## config.mk

```make
export PLATFORM = sky130hd
export DESIGN_NAME = instr_fetch_flat
export DESIGN_NICKNAME = d
export VERILOG_FILES = /design/src/rtl/instr_fetch_pkg.sv /design/src/rtl/instr_fetch_if.sv /design/src/rtl/instr_fetch_next_pc_gen.sv /design/src/rtl/instr_fetch.sv /design/src/flat_wrapper.sv
export SDC_FILE = /design/constraint.sdc
export NUM_CORES = 1
export LEC_CHECK = 0
export ABC_AREA = 1
export CAP_MARGIN = 25
export CORE_AREA = 3 3 152 154
export CTS_CLUSTER_DIAMETER = 100
export DETAILED_ROUTE_END_ITERATION = 16
export DIE_AREA = 0 0 155 157
export GPL_ROUTABILITY_DRIVEN = 0
export PLACE_DENSITY = 0.62
export SYNTH_ARGS = -nofsm -noshare
export SYNTH_HDL_FRONTEND = slang
export SYNTH_HIERARCHICAL = 1
export SYNTH_SLANG_ARGS = --single-unit
```

## constraint.sdc

```tcl
create_clock -name clk -period 4.1 [get_ports clk]
set_clock_uncertainty 0.1 [all_clocks]
set_input_delay 0.615 -clock clk [delete_from_list [all_inputs] [get_ports clk]]
set_output_delay 0.615 -clock clk [all_outputs]
set_load 0.02 [all_outputs]
```

## src/rtl/instr_fetch_pkg.sv

```systemverilog
// rtl/instr_fetch_pkg.sv - shared encodings and constants for the instruction fetch unit
package instr_fetch_pkg;

    localparam logic [31:0] RESET_PC  = 32'h0000_0000;
    localparam logic [31:0] NOP_INSTR = 32'h0000_0013;

    // 2'b11 is an alias of PC+4 so a stray encoding never stalls the core
    typedef enum logic [1:0] {
        PC_PLUS4     = 2'b00,
        PC_BRANCH    = 2'b01,
        PC_JALR      = 2'b10,
        PC_PLUS4_ALT = 2'b11
    } pc_src_e;

    typedef enum logic [1:0] {
        ST_REQ   = 2'b00,
        ST_WAIT  = 2'b01,
        ST_VALID = 2'b10,
        ST_HALT  = 2'b11
    } fetch_state_e;

    function automatic logic word_aligned(input logic [31:0] addr);
        return addr[1:0] == 2'b00;
    endfunction

endpackage

```

## src/rtl/instr_fetch_if.sv

```systemverilog
// rtl/instr_fetch_if.sv - instruction memory request/response bus
interface instr_fetch_if;
    import instr_fetch_pkg::*;

    logic        imem_req;
    logic [31:0] imem_addr;
    logic        imem_gnt;
    logic        imem_rvalid;
    logic [31:0] imem_rdata;

    modport master (
        output imem_req,
        output imem_addr,
        input  imem_gnt,
        input  imem_rvalid,
        input  imem_rdata
    );

    modport slave (
        input  imem_req,
        input  imem_addr,
        output imem_gnt,
        output imem_rvalid,
        output imem_rdata
    );

endinterface

```

## src/rtl/instr_fetch_next_pc_gen.sv

```systemverilog
// rtl/instr_fetch_next_pc_gen.sv - next PC selection and word-alignment check
module next_pc_gen
    import instr_fetch_pkg::*;
(
    input  logic [31:0] pc,
    input  logic [1:0]  pc_src,
    input  logic [31:0] imm_ext,
    input  logic [31:0] alu_result,
    output logic [31:0] next_pc,
    output logic        misaligned
);

    always_comb begin
        next_pc = pc + 32'd4;
        case (pc_src_e'(pc_src))
            PC_BRANCH: next_pc = pc + imm_ext;
            // JALR drops bit 0 of the target; bit 1 is left for the alignment check
            PC_JALR:   next_pc = alu_result & ~32'd1;
            default:   next_pc = pc + 32'd4;
        endcase
    end

    assign misaligned = !word_aligned(next_pc);

endmodule

```

## src/rtl/instr_fetch.sv

```systemverilog
// rtl/instr_fetch.sv - single-outstanding instruction fetch FSM with PC register
module instr_fetch
    import instr_fetch_pkg::*;
(
    input  logic                 clk,
    input  logic                 reset,
    instr_fetch_if.master        imem,
    input  logic                 advance,
    input  logic [1:0]           PCSrc,
    input  logic [31:0]          ImmExt,
    input  logic [31:0]          ALUResult,
    output logic [31:0]          Instr,
    output logic                 instr_valid,
    output logic [31:0]          PC,
    output logic [31:0]          PCPlus4,
    output logic                 misalign_err
);

    fetch_state_e state;
    logic [31:0]  pc_q;
    logic [31:0]  instr_q;
    logic [31:0]  next_pc;
    logic         next_misaligned;

    next_pc_gen u_next_pc_gen (
        .pc         (pc_q),
        .pc_src     (PCSrc),
        .imm_ext    (ImmExt),
        .alu_result (ALUResult),
        .next_pc    (next_pc),
        .misaligned (next_misaligned)
    );

    // instr_q holds NOP whenever no fetched word is presented
    always_ff @(posedge clk or posedge reset) begin
        if (reset) begin
            state        <= ST_REQ;
            pc_q         <= RESET_PC;
            instr_q      <= NOP_INSTR;
            instr_valid  <= 1'b0;
            misalign_err <= 1'b0;
        end else begin
            case (state)
                ST_REQ: begin
                    if (imem.imem_gnt) begin
                        if (imem.imem_rvalid) begin
                            instr_q     <= imem.imem_rdata;
                            instr_valid <= 1'b1;
                            state       <= ST_VALID;
                        end else begin
                            state <= ST_WAIT;
                        end
                    end
                end
                ST_WAIT: begin
                    if (imem.imem_rvalid) begin
                        instr_q     <= imem.imem_rdata;
                        instr_valid <= 1'b1;
                        state       <= ST_VALID;
                    end
                end
                ST_VALID: begin
                    if (advance) begin
                        instr_q     <= NOP_INSTR;
                        instr_valid <= 1'b0;
                        if (next_misaligned) begin
                            misalign_err <= 1'b1;
                            state        <= ST_HALT;
                        end else begin
                            pc_q  <= next_pc;
                            state <= ST_REQ;
                        end
                    end
                end
                ST_HALT: begin
                    state <= ST_HALT;
                end
            endcase
        end
    end

    // Gated by reset so no request leaks out while reset is held
    assign imem.imem_req  = (state == ST_REQ) && !reset;
    assign imem.imem_addr = pc_q;
    assign Instr          = instr_q;
    assign PC             = pc_q;
    assign PCPlus4        = pc_q + 32'd4;

endmodule

```

## src/flat_wrapper.sv

```systemverilog
// flat-port wrapper written by rule: the top's interface ports become plain ports
module instr_fetch_flat import instr_fetch_pkg::*;
  (clk, reset, advance, PCSrc, ImmExt, ALUResult, Instr, instr_valid, PC, PCPlus4, misalign_err, imem_imem_req, imem_imem_addr, imem_imem_gnt, imem_imem_rvalid, imem_imem_rdata);
  instr_fetch_if imem_i ();
  input  logic clk;
  input  logic reset;
  input  logic advance;
  input  logic [1:0] PCSrc;
  input  logic [31:0] ImmExt;
  input  logic [31:0] ALUResult;
  output logic [31:0] Instr;
  output logic instr_valid;
  output logic [31:0] PC;
  output logic [31:0] PCPlus4;
  output logic misalign_err;
  output wire logic [$bits(imem_i.imem_req)-1:0] imem_imem_req;
  output wire logic [$bits(imem_i.imem_addr)-1:0] imem_imem_addr;
  input wire logic [$bits(imem_i.imem_gnt)-1:0] imem_imem_gnt;
  input wire logic [$bits(imem_i.imem_rvalid)-1:0] imem_imem_rvalid;
  input wire logic [$bits(imem_i.imem_rdata)-1:0] imem_imem_rdata;
  assign imem_imem_req = imem_i.imem_req;
  assign imem_imem_addr = imem_i.imem_addr;
  assign imem_i.imem_gnt = imem_imem_gnt;
  assign imem_i.imem_rvalid = imem_imem_rvalid;
  assign imem_i.imem_rdata = imem_imem_rdata;
  instr_fetch u_core (.clk(clk), .reset(reset), .imem(imem_i), .advance(advance), .PCSrc(PCSrc), .ImmExt(ImmExt), .ALUResult(ALUResult), .Instr(Instr), .instr_valid(instr_valid), .PC(PC), .PCPlus4(PCPlus4), .misalign_err(misalign_err));
endmodule
```

==> results.yml, run 1 <==
outcome:
  status: "completed"
worst_hold_path:
  hold_depth: 2
  hold_class: "flop to flop"
worst_setup_path:
  cp-end-kind: "primary output"
  r2r_cells: 12
  critPathArrivalTime_ns: 2.60
  required_ns: 3.38
  start_kind: "flop"
  worstPathMaxFanout: 10
  regToRegSetupSlack_ns: 1.11
  path_class: "flop to primary output"
global_route:
  antenna_found_initial: 0
  grt_pass1_wl_mm: 44.5
  grt_pass1_vias: 8348
  grt_usage: 0.229
  grt.overflow.total: 0
  grt_max_degree: 65
timing:
  setup_violations: 0
  postLayoutSetupSlackWorst_ns: 0.782
  finalCritPeriodShare: 0.809
  slew_viol_final: 0
  holdWs_ns: 0.379
  relSlewSlack: 0.581
  worst_slew_pin_slew_ns: 0.629
  period_needed_ns: 3.32
  hold_viol: 0
  fmax_mhz: 301
  rsz0062_at_grt: "false"
  tns_ns: 0
synthesis:
  yosysTopAreaCell: "nand2_1"
  syn_avg_cell_area_um2: 5.87
  synth_seq_cells: 68
  yosysTopAreaCellShare: 0.232
  synth-edff-count: 0
  synth.most_common_cell: "nand2_1"
  synth-main-ff-cell: "dfrtp_1"
  ys_types: 44
  synth_cells: 1301
  synth.yosys.seq_area_share: 0.223
  synth_warnings: 6
  netlist_area_um2: 7640
  synth_fp_nets: 1440
  yosys-top-cells-area: "nand2_1 (23%), dfrtp_1 (21%), inv_1 (8.2%), nor2_1 (6.3%), ha_1 (5.7%)"
  synthTopCellsByCount: "nand2_1 (471), inv_1 (166), nor2_1 (128)"
  synthArstFlopShare: 1.00
clocking:
  cts_tree: "done"
  clkSinkCount: 68
  insertion_delay_ns: 0.34
  clockBufferDepth: 2
  cts_setup_buffers: 0
  hold_buffers: 0
  cts_resized: 0
  h-tree-depth: 3
  cts_buffers: 9
  cts.clk_slew.worst_paths_ns: 0.06
  cts_root_buffer: "clkbuf_16"
floorplanning:
  pin_count: 234
  start_util: 0.350
  die_h_um: 157
  dieArea_um2: 24300
  die_x_um: 155
  core-area_um2: 21800
  rows: 54
route:
  routed_via_density: 4.94
  wl_per_cell_um: 16.0
  drtIter0Drc: 760
  final_antenna_net_count: 0
  num_vias: 8814
  drc: 0
  drt_wl_total_mm: 28.5
  firstDrtPassIters: 7
finish:
  fin_util: 0.472
  fill_cells: 2328
  final_area_um2: 10300
  fin_nets: 1638
  ff_latch_area_um2: 1710
  areaGrowthSynthToFinish_pct: 35.0
  multi_input_area_um2: 4860
  drive_gt1_frac: 0.0539
  diodes: 0
placed_design:
  placed_cell_area_um2: 10000
  pre_cts_ws_ns: 0.657
  io_buffer_count: 232
  dp_hpwl_mm: 22.7
power:
  leakagePower_nw: 5.07
  ir_drop_v: 0.000404
  powerDensity_nw_per_um2: 707
job:
  cap_violations: 0
## final cells by class
cell class,count,area share
well taps,280,0.0340
clock inverters,7,0.00522
clock buffers,9,0.0218
inverters,174,0.0633
flip-flops and latches,68,0.165
repair buffers,250,0.238
multi-input cells,996,0.472
## worst max-delay path: stages (launching register included)
cell and delay [ns]:
dfrtp_1 0.62, nand2_1 0.14, nor2_1 0.22, nand2_1 0.08
nor2_1 0.37, nand3b_1 0.14, nand2_1 0.10, clkdlybuf4s50_1 0.60
## flip-flops by register name (all words and copies together), names as in the netlist
signal and cells:
u_core/Instr 32, u_core/PC 32, u_core/state 2, u_core/instr_valid 1
u_core/misalign_err 1
## cells by family after synthesis
kind of cell / Yosys count / synth area share
AND/OR/NAND/NOR: 758 / 0.418
adder cells (fa/ha/maj): 36 / 0.0600
buffers and inverters: 237 / 0.140
AO/OA/AOI/OAI: 165 / 0.117
flip-flops: 68 / 0.223
XOR/XNOR: 37 / 0.0424
## layer usage
layer / track usage / vias to the layer above / share of wire / wire [µm]
li1: - / 4463 / - / -
met5: 0 / - / 0 / 0
met1: 0.306 / 3933 / 0.44 / 12700
met3: 0.0393 / 62 / 0.071 / 2040
met4: 0.0841 / 0 / 0.036 / 1040
met2: 0.375 / 356 / 0.45 / 12800
## power by group
group | total [mW] | switching, mW | internal, mW
clock | 0.735 | 0.323 | 0.412
sequential | 1.51 | 0.541 | 0.969
combinational | 5.04 | 3.03 | 2.01
total | 7.29 | 3.89 | 3.40
## metrics by stage
| step | power [mW] | instances |
|---|---|---|
| finish | 7.29 | 1784 |
| global route | 7.93 | 1784 |
| CTS | 7.32 | 1784 |
| detailed placement | 6.55 | 1768 |
| global placement | 6.52 | 1768 |
| floorplan | 4.66 | 1301 |
## worst paths after layout
| kind | startpoint | end |
|---|---|---|
| hold reg to reg | u_core/Instr[4] | u_core/Instr[4] |
| max in group asynchronous | reset | u_core/Instr[0] |
| hold / removal | u_core/Instr[4] | u_core/Instr[4] |
| setup reg to reg | u_core/PC[0] | u_core/PC[24] |
| setup / recovery | u_core/PC[6] | PCPlus4[22] |
| min in group asynchronous | reset | u_core/PC[4] |
## placed cells by master (no fill, tap or decap), types with 4 or more instances in the layout
cell type,synthesis,layout
dfrtp_1,65,65
nand2_1,471,471
nor2_1,128,128
clkdlybuf4s50_1,0,232
nor3_1,14,14
ha_1,35,35
xnor2_1,17,17
a21oi_1,86,86
nand2_2,5,5
nand3_1,86,86
nand3b_1,10,10
o21ai_1,31,31
nor2_4,4,4
xor2_1,20,20
inv_2,7,8
a21oi_2,7,7
o21ai_0,25,25
nor2_2,7,7
buf_4,38,18
a22oi_1,9,9
clkbuf_16,0,9
nand4_1,12,12
clkinv_4,0,5
nor3_2,6,6
inv_1,166,165
Note: power is estimated with default switching activity, not from simulation.
==> run 2: changes to the inputs <==
==> constraint.sdc (replaced) <==
create_clock -name clk -period 3.5 [get_ports clk]
set_clock_uncertainty 0.1 [all_clocks]
set_input_delay 0.525 -clock clk [delete_from_list [all_inputs] [get_ports clk]]
set_output_delay 0.525 -clock clk [all_outputs]
set_load 0.02 [all_outputs]
==> run 2 against run 1 <==
  * Setup slack got worse by 0.44 ns
  * Clock power increased by 30%
  * Wire length increased by 0.35%
  * Critical path depth unchanged
  * Cell count increased by 0.22%
==> results.yml, run 2 (same netlist as run 1, synthesis figures left out) <==
worst_hold_path:
  hold_class: "flop to flop"
global_route:
  use_met3: 0.0368
  grt_pass1_wl_mm: 44.4
  grt.overflow.total: 0
  antenna_found_initial: 0
  busiest_layer: "met2"
  grt_max_degree: 65
  grt_usage: 0.229
  grt_pass1_vias: 8316
  grtUsageMet1: 0.305
  use_met2: 0.379
power:
  powerDensity_nw_per_um2: 835
  ir_drop_v: 0.000451
  leakagePower_nw: 5.11
clocking:
  cts_buffers: 9
  cts.clk_slew.worst_paths_ns: 0.06
  cts_root_buffer: "clkbuf_16"
  cts_resized: 0
  cts_tree: "done"
  cts_setup_buffers: 0
  insertion_delay_ns: 0.34
  clockBufferDepth: 2
  h-tree-depth: 3
  hold_buffers: 0
  clkSinkCount: 68
route:
  firstDrtPassIters: 7
  num_vias: 8798
  drtIter0Drc: 787
  drc: 0
  routed_via_density: 4.92
  drt_wl_total_mm: 28.6
  final_antenna_net_count: 0
  wl_per_cell_um: 16.0
floorplanning:
  die_x_um: 155
  pin_count: 234
  dieArea_um2: 24300
  start_util: 0.350
  core-area_um2: 21800
  rows: 54
  die_h_um: 157
worst_setup_path:
  required_ns: 2.87
  path_buf_inv: 2
  path_class: "flop to primary output"
  crit_slowest_cell: "dfrtp_1"
  worstPathMaxFanout: 11
  max_stage_delay_ns: 0.64
  start_kind: "flop"
  path_delay_family: "simple AND/OR/NAND/NOR gates"
  cp-end-kind: "primary output"
  critPathArrivalTime_ns: 2.53
  crit_chain: "inv_1 -> nor2_1 -> nand2_1 -> nor2_1 -> nand3_1 -> nand2_1 -> clkdlybuf4s50_1"
outcome:
  status: "completed"
timing:
  hold_viol: 0
  finalCritPeriodShare: 0.901
  setup_violations: 0
  tns_ns: 0
  relSlewSlack: 0.580
  worst_slew_pin_slew_ns: 0.628
  period_needed_ns: 3.15
  slew_viol_final: 0
  rsz0062_at_grt: "false"
  fmax_mhz: 317
finish:
  final_cell_mix: "nand2_1 (471), clkdlybuf4s50_1 (232), inv_1 (165)"
  multi_input_area_um2: 4860
  drive_gt1_frac: 0.0564
  layout_commonest_cell: "nand2_1"
  fin_nets: 1642
  diodes: 0
  areaGrowthSynthToFinish_pct: 35.9
  ff_latch_area_um2: 1710
  fill_cells: 2315
  fin_util: 0.476
placed_design:
  dp_hpwl_mm: 22.9
  io_buffer_count: 232
job:
  cap_violations: 0
## run 2: final timing paths
path,cells after the start,from,endpoint,slack [ns]
max in group asynchronous,3,reset,u_core/Instr[4],2.06
min in group asynchronous,2,reset,u_core/instr_valid,0.52
min reg2reg,2,u_core/Instr[4],u_core/Instr[4],0.38
max reg2reg,12,u_core/PC[0],u_core/PC[24],0.61
min,2,u_core/Instr[4],u_core/Instr[4],0.38
max,7,u_core/PC[5],PCPlus4[28],0.35
## run 2: where the power goes
part / total [mW] / switching [mW] / internal, mW
sequential: 1.78 / 0.640 / 1.14
combinational: 5.94 / 3.56 / 2.38
clock: 0.953 / 0.388 / 0.564
## run 2: worst min-delay path: stages, from the launching register on
cell     delay, ns
dfstp_2       0.36
nand2_1       0.05
o21ai_1       0.06
## run 2: cell type report
type | count | share of cell area
Clock buffer | 9 | 0.0217
Clock inverter | 7 | 0.00784
Inverter | 174 | 0.0629
Multi-Input combinational cell | 996 | 0.469
Sequential cell | 68 | 0.164
Tap cell | 280 | 0.0338
Timing Repair Buffer | 254 | 0.241
## run 2: layer usage
layer	vias to the layer above	wire length, µm	share of wire
met2	338	12900	0.45
met1	3925	12900	0.45
met5	-	0	0
met3	48	1890	0.066
li1	4487	-	-
met4	0	933	0.033
## run 2: per-stage QoR
| step | instances | total power, mW | hold WS, ns | cell area [µm²] | worst slack [ns] |
|---|---|---|---|---|---|
| final | 1788 | 8.67 | 0.376 | 10400 | 0.347 |
| after detailed placement | 1772 | 7.73 | 0.370 | 10100 | 0.270 |
| after floorplan | 1301 | 5.46 | 0.403 | 7640 | 1.02 |
| after CTS | 1788 | 8.72 | 0.378 | 10400 | 0.377 |
| after global placement | 1772 | 7.68 | 0.367 | 10100 | 0.329 |
| after global routing | 1788 | 9.42 | 0.392 | 10400 | 0.201 |
==> run 3: changes to the inputs <==
==> constraint.sdc (replaced) <==
create_clock -name clk -period 3.5 [get_ports clk]
set_clock_uncertainty 0.1 [all_clocks]
set_input_delay 0.7 -clock clk [delete_from_list [all_inputs] [get_ports clk]]
set_output_delay 0.7 -clock clk [all_outputs]
set_load 0.02 [all_outputs]
==> run 3 against run 2 <==
  * Wire length grew 0.64%
  * Maximum frequency shrank 5.5%
  * Via count grew 0.34%
  * Hold slack gained 0.0071 ns
  * Die area is the same
  * Highest routed layer unchanged
==> results.yml, run 3 (same netlist as run 1, synthesis figures left out) <==
outcome:
  status: "completed"
clocking:
  cts_buffers: 9
  cts_tree: "done"
  clkSinkCount: 68
  insertion_delay_ns: 0.34
  clockBufferDepth: 2
  cts_setup_buffers: 0
  cts_resized: 0
  h-tree-depth: 3
  cts_root_buffer: "clkbuf_16"
  cts.clk_slew.worst_paths_ns: 0.06
  hold_buffers: 0
worst_setup_path:
  start_kind: "flop"
  path_class: "flop to primary output"
  crit_chain: "nand3_1 -> nor2_1 -> nand3b_1 -> nand2_1 -> clkdlybuf4s50_1"
  regToRegSetupSlack_ns: 0.72
  worstReg2RegEnd: "u_core/PC[24]"
  critPathArrivalTime_ns: 2.54
  crit_slowest_cell: "dfrtp_1"
  r2r_cells: 14
  required_ns: 2.70
  reg2reg_from: "u_core/PC[0]"
  worstPathMaxFanout: 11
  path_buf_inv: 1
  path_delay_family: "simple AND/OR/NAND/NOR gates"
  cp-end-kind: "primary output"
  max_stage_delay_ns: 0.62
timing:
  rsz0062_at_grt: "false"
  hold_viol: 0
  slew_viol_final: 0
  relSlewSlack: 0.585
  worst_slew_pin_slew_ns: 0.622
  tns_ns: 0
  finalCritPeriodShare: 0.953
  setup_violations: 0
  fmax_mhz: 300
  postLayoutSetupSlackWorst_ns: 0.164
  period_needed_ns: 3.34
worst_hold_path:
  min-delay-start: "u_core/Instr[0]"
  min_to: "u_core/Instr[0]"
  hold_class: "flop to flop"
  hold_depth: 2
floorplanning:
  rows: 54
  core-area_um2: 21800
  die_x_um: 155
  dieArea_um2: 24300
  pin_count: 234
  start_util: 0.350
  die_h_um: 157
finish:
  fill_cells: 2368
  drive_gt1_frac: 0.0626
  final_cell_mix: "nand2_1 (471), clkdlybuf4s50_1 (232), inv_1 (165)"
  diodes: 0
  layout_commonest_cell: "nand2_1"
  areaGrowthSynthToFinish_pct: 36.7
  fin_nets: 1652
route:
  firstDrtPassIters: 6
  drc: 0
  drt_wl_total_mm: 28.8
  wl_per_cell_um: 16.0
  routed_via_density: 4.91
  num_vias: 8828
  final_antenna_net_count: 0
  drtIter0Drc: 715
placed_design:
  io_buffer_count: 232
  dp_hpwl_mm: 23.2
  pre_cts_ws_ns: 0.191
global_route:
  grt_pass1_wl_mm: 44.9
  grt_pass1_vias: 8366
  grt.overflow.total: 0
  grt_max_degree: 65
  grt_usage: 0.232
  antenna_found_initial: 0
power:
  leakagePower_nw: 5.15
  ir_drop_v: 0.000431
  powerDensity_nw_per_um2: 831
  power.total_mw: 8.68
job:
  cap_violations: 0
## run 3: cell count changes in the layout (fill, tap and decap cells not counted)
cell,change
buf_12,+1
clkinvlp_4,-1
bufinv_16,-1
buf_4,+9
clkinv_4,+5
clkinv_2,+2
inv_6,-5
## run 3: per-layer routing
| layer | up-vias | wire length [µm] | track usage |
|---|---|---|---|
| li1 | 4495 | - | - |
| met2 | 365 | 13200 | 0.382 |
| met4 | 0 | 769 | 0.0736 |
| met5 | - | 0 | 0 |
| met3 | 43 | 2040 | 0.0421 |
| met1 | 3925 | 12800 | 0.310 |
## run 3: final cells by class
| class | count | area, µm² | area share |
|---|---|---|---|
| Clock buffer | 9 | 225 | 0.0216 |
| Clock inverter | 7 | 53.8 | 0.00515 |
| Inverter | 174 | 653 | 0.0626 |
| Multi-Input combinational cell | 996 | 4860 | 0.466 |
| Sequential cell | 68 | 1710 | 0.163 |
| Tap cell | 280 | 350 | 0.0336 |
| Timing Repair Buffer | 264 | 2590 | 0.248 |
## run 3: how the worst max path moves through the flow
stage / start / to / slack, ns / cells past startpoint
finish: u_core/PC[5] / PCPlus4[22] / 0.16 / 5
global route: u_core/PC[5] / PCPlus4[22] / 0.03 / 5
CTS: u_core/PC[5] / PCPlus4[22] / 0.16 / 5
detailed placement: ImmExt[0] / u_core/PC[24] / 0.19 / 15
global placement: ImmExt[0] / u_core/PC[24] / 0.26 / 15
floorplan: ImmExt[0] / u_core/PC[2] / 0.89 / 12
## run 3: where the power goes
| group | total (mW) | switching (mW) | internal (mW) |
|---|---|---|---|
| Clock | 0.855 | 0.373 | 0.483 |
| Sequential | 1.61 | 0.471 | 1.14 |
| Combinational | 6.21 | 3.75 | 2.46 |
| Total | 8.68 | 4.59 | 4.08 |
## run 3: through the flow
step / instances / utilization / hold WS [ns] / instance area (µm²)
2_1_floorplan: 1301 / - / 0.403 / 7640
4_1_cts: 1798 / 0.478 / 0.381 / 10400
3_5_place_dp: 1782 / 0.466 / 0.373 / 10200
6_report: 1798 / 0.478 / 0.383 / 10400
5_1_grt: 1798 / 0.478 / 0.405 / 10400
3_3_place_gp: 1782 / 0.466 / 0.366 / 10200
## run 3: worst reg2reg max path, delay by kind of cell (launching register included)
kind,cells,cell delay (ns)
and+or+nand+nor,8,0.92
adders and majority gates,2,0.64
DFF,1,0.51
AOI/OAI and AO/OA,2,0.32
buffers and inverters,2,0.22
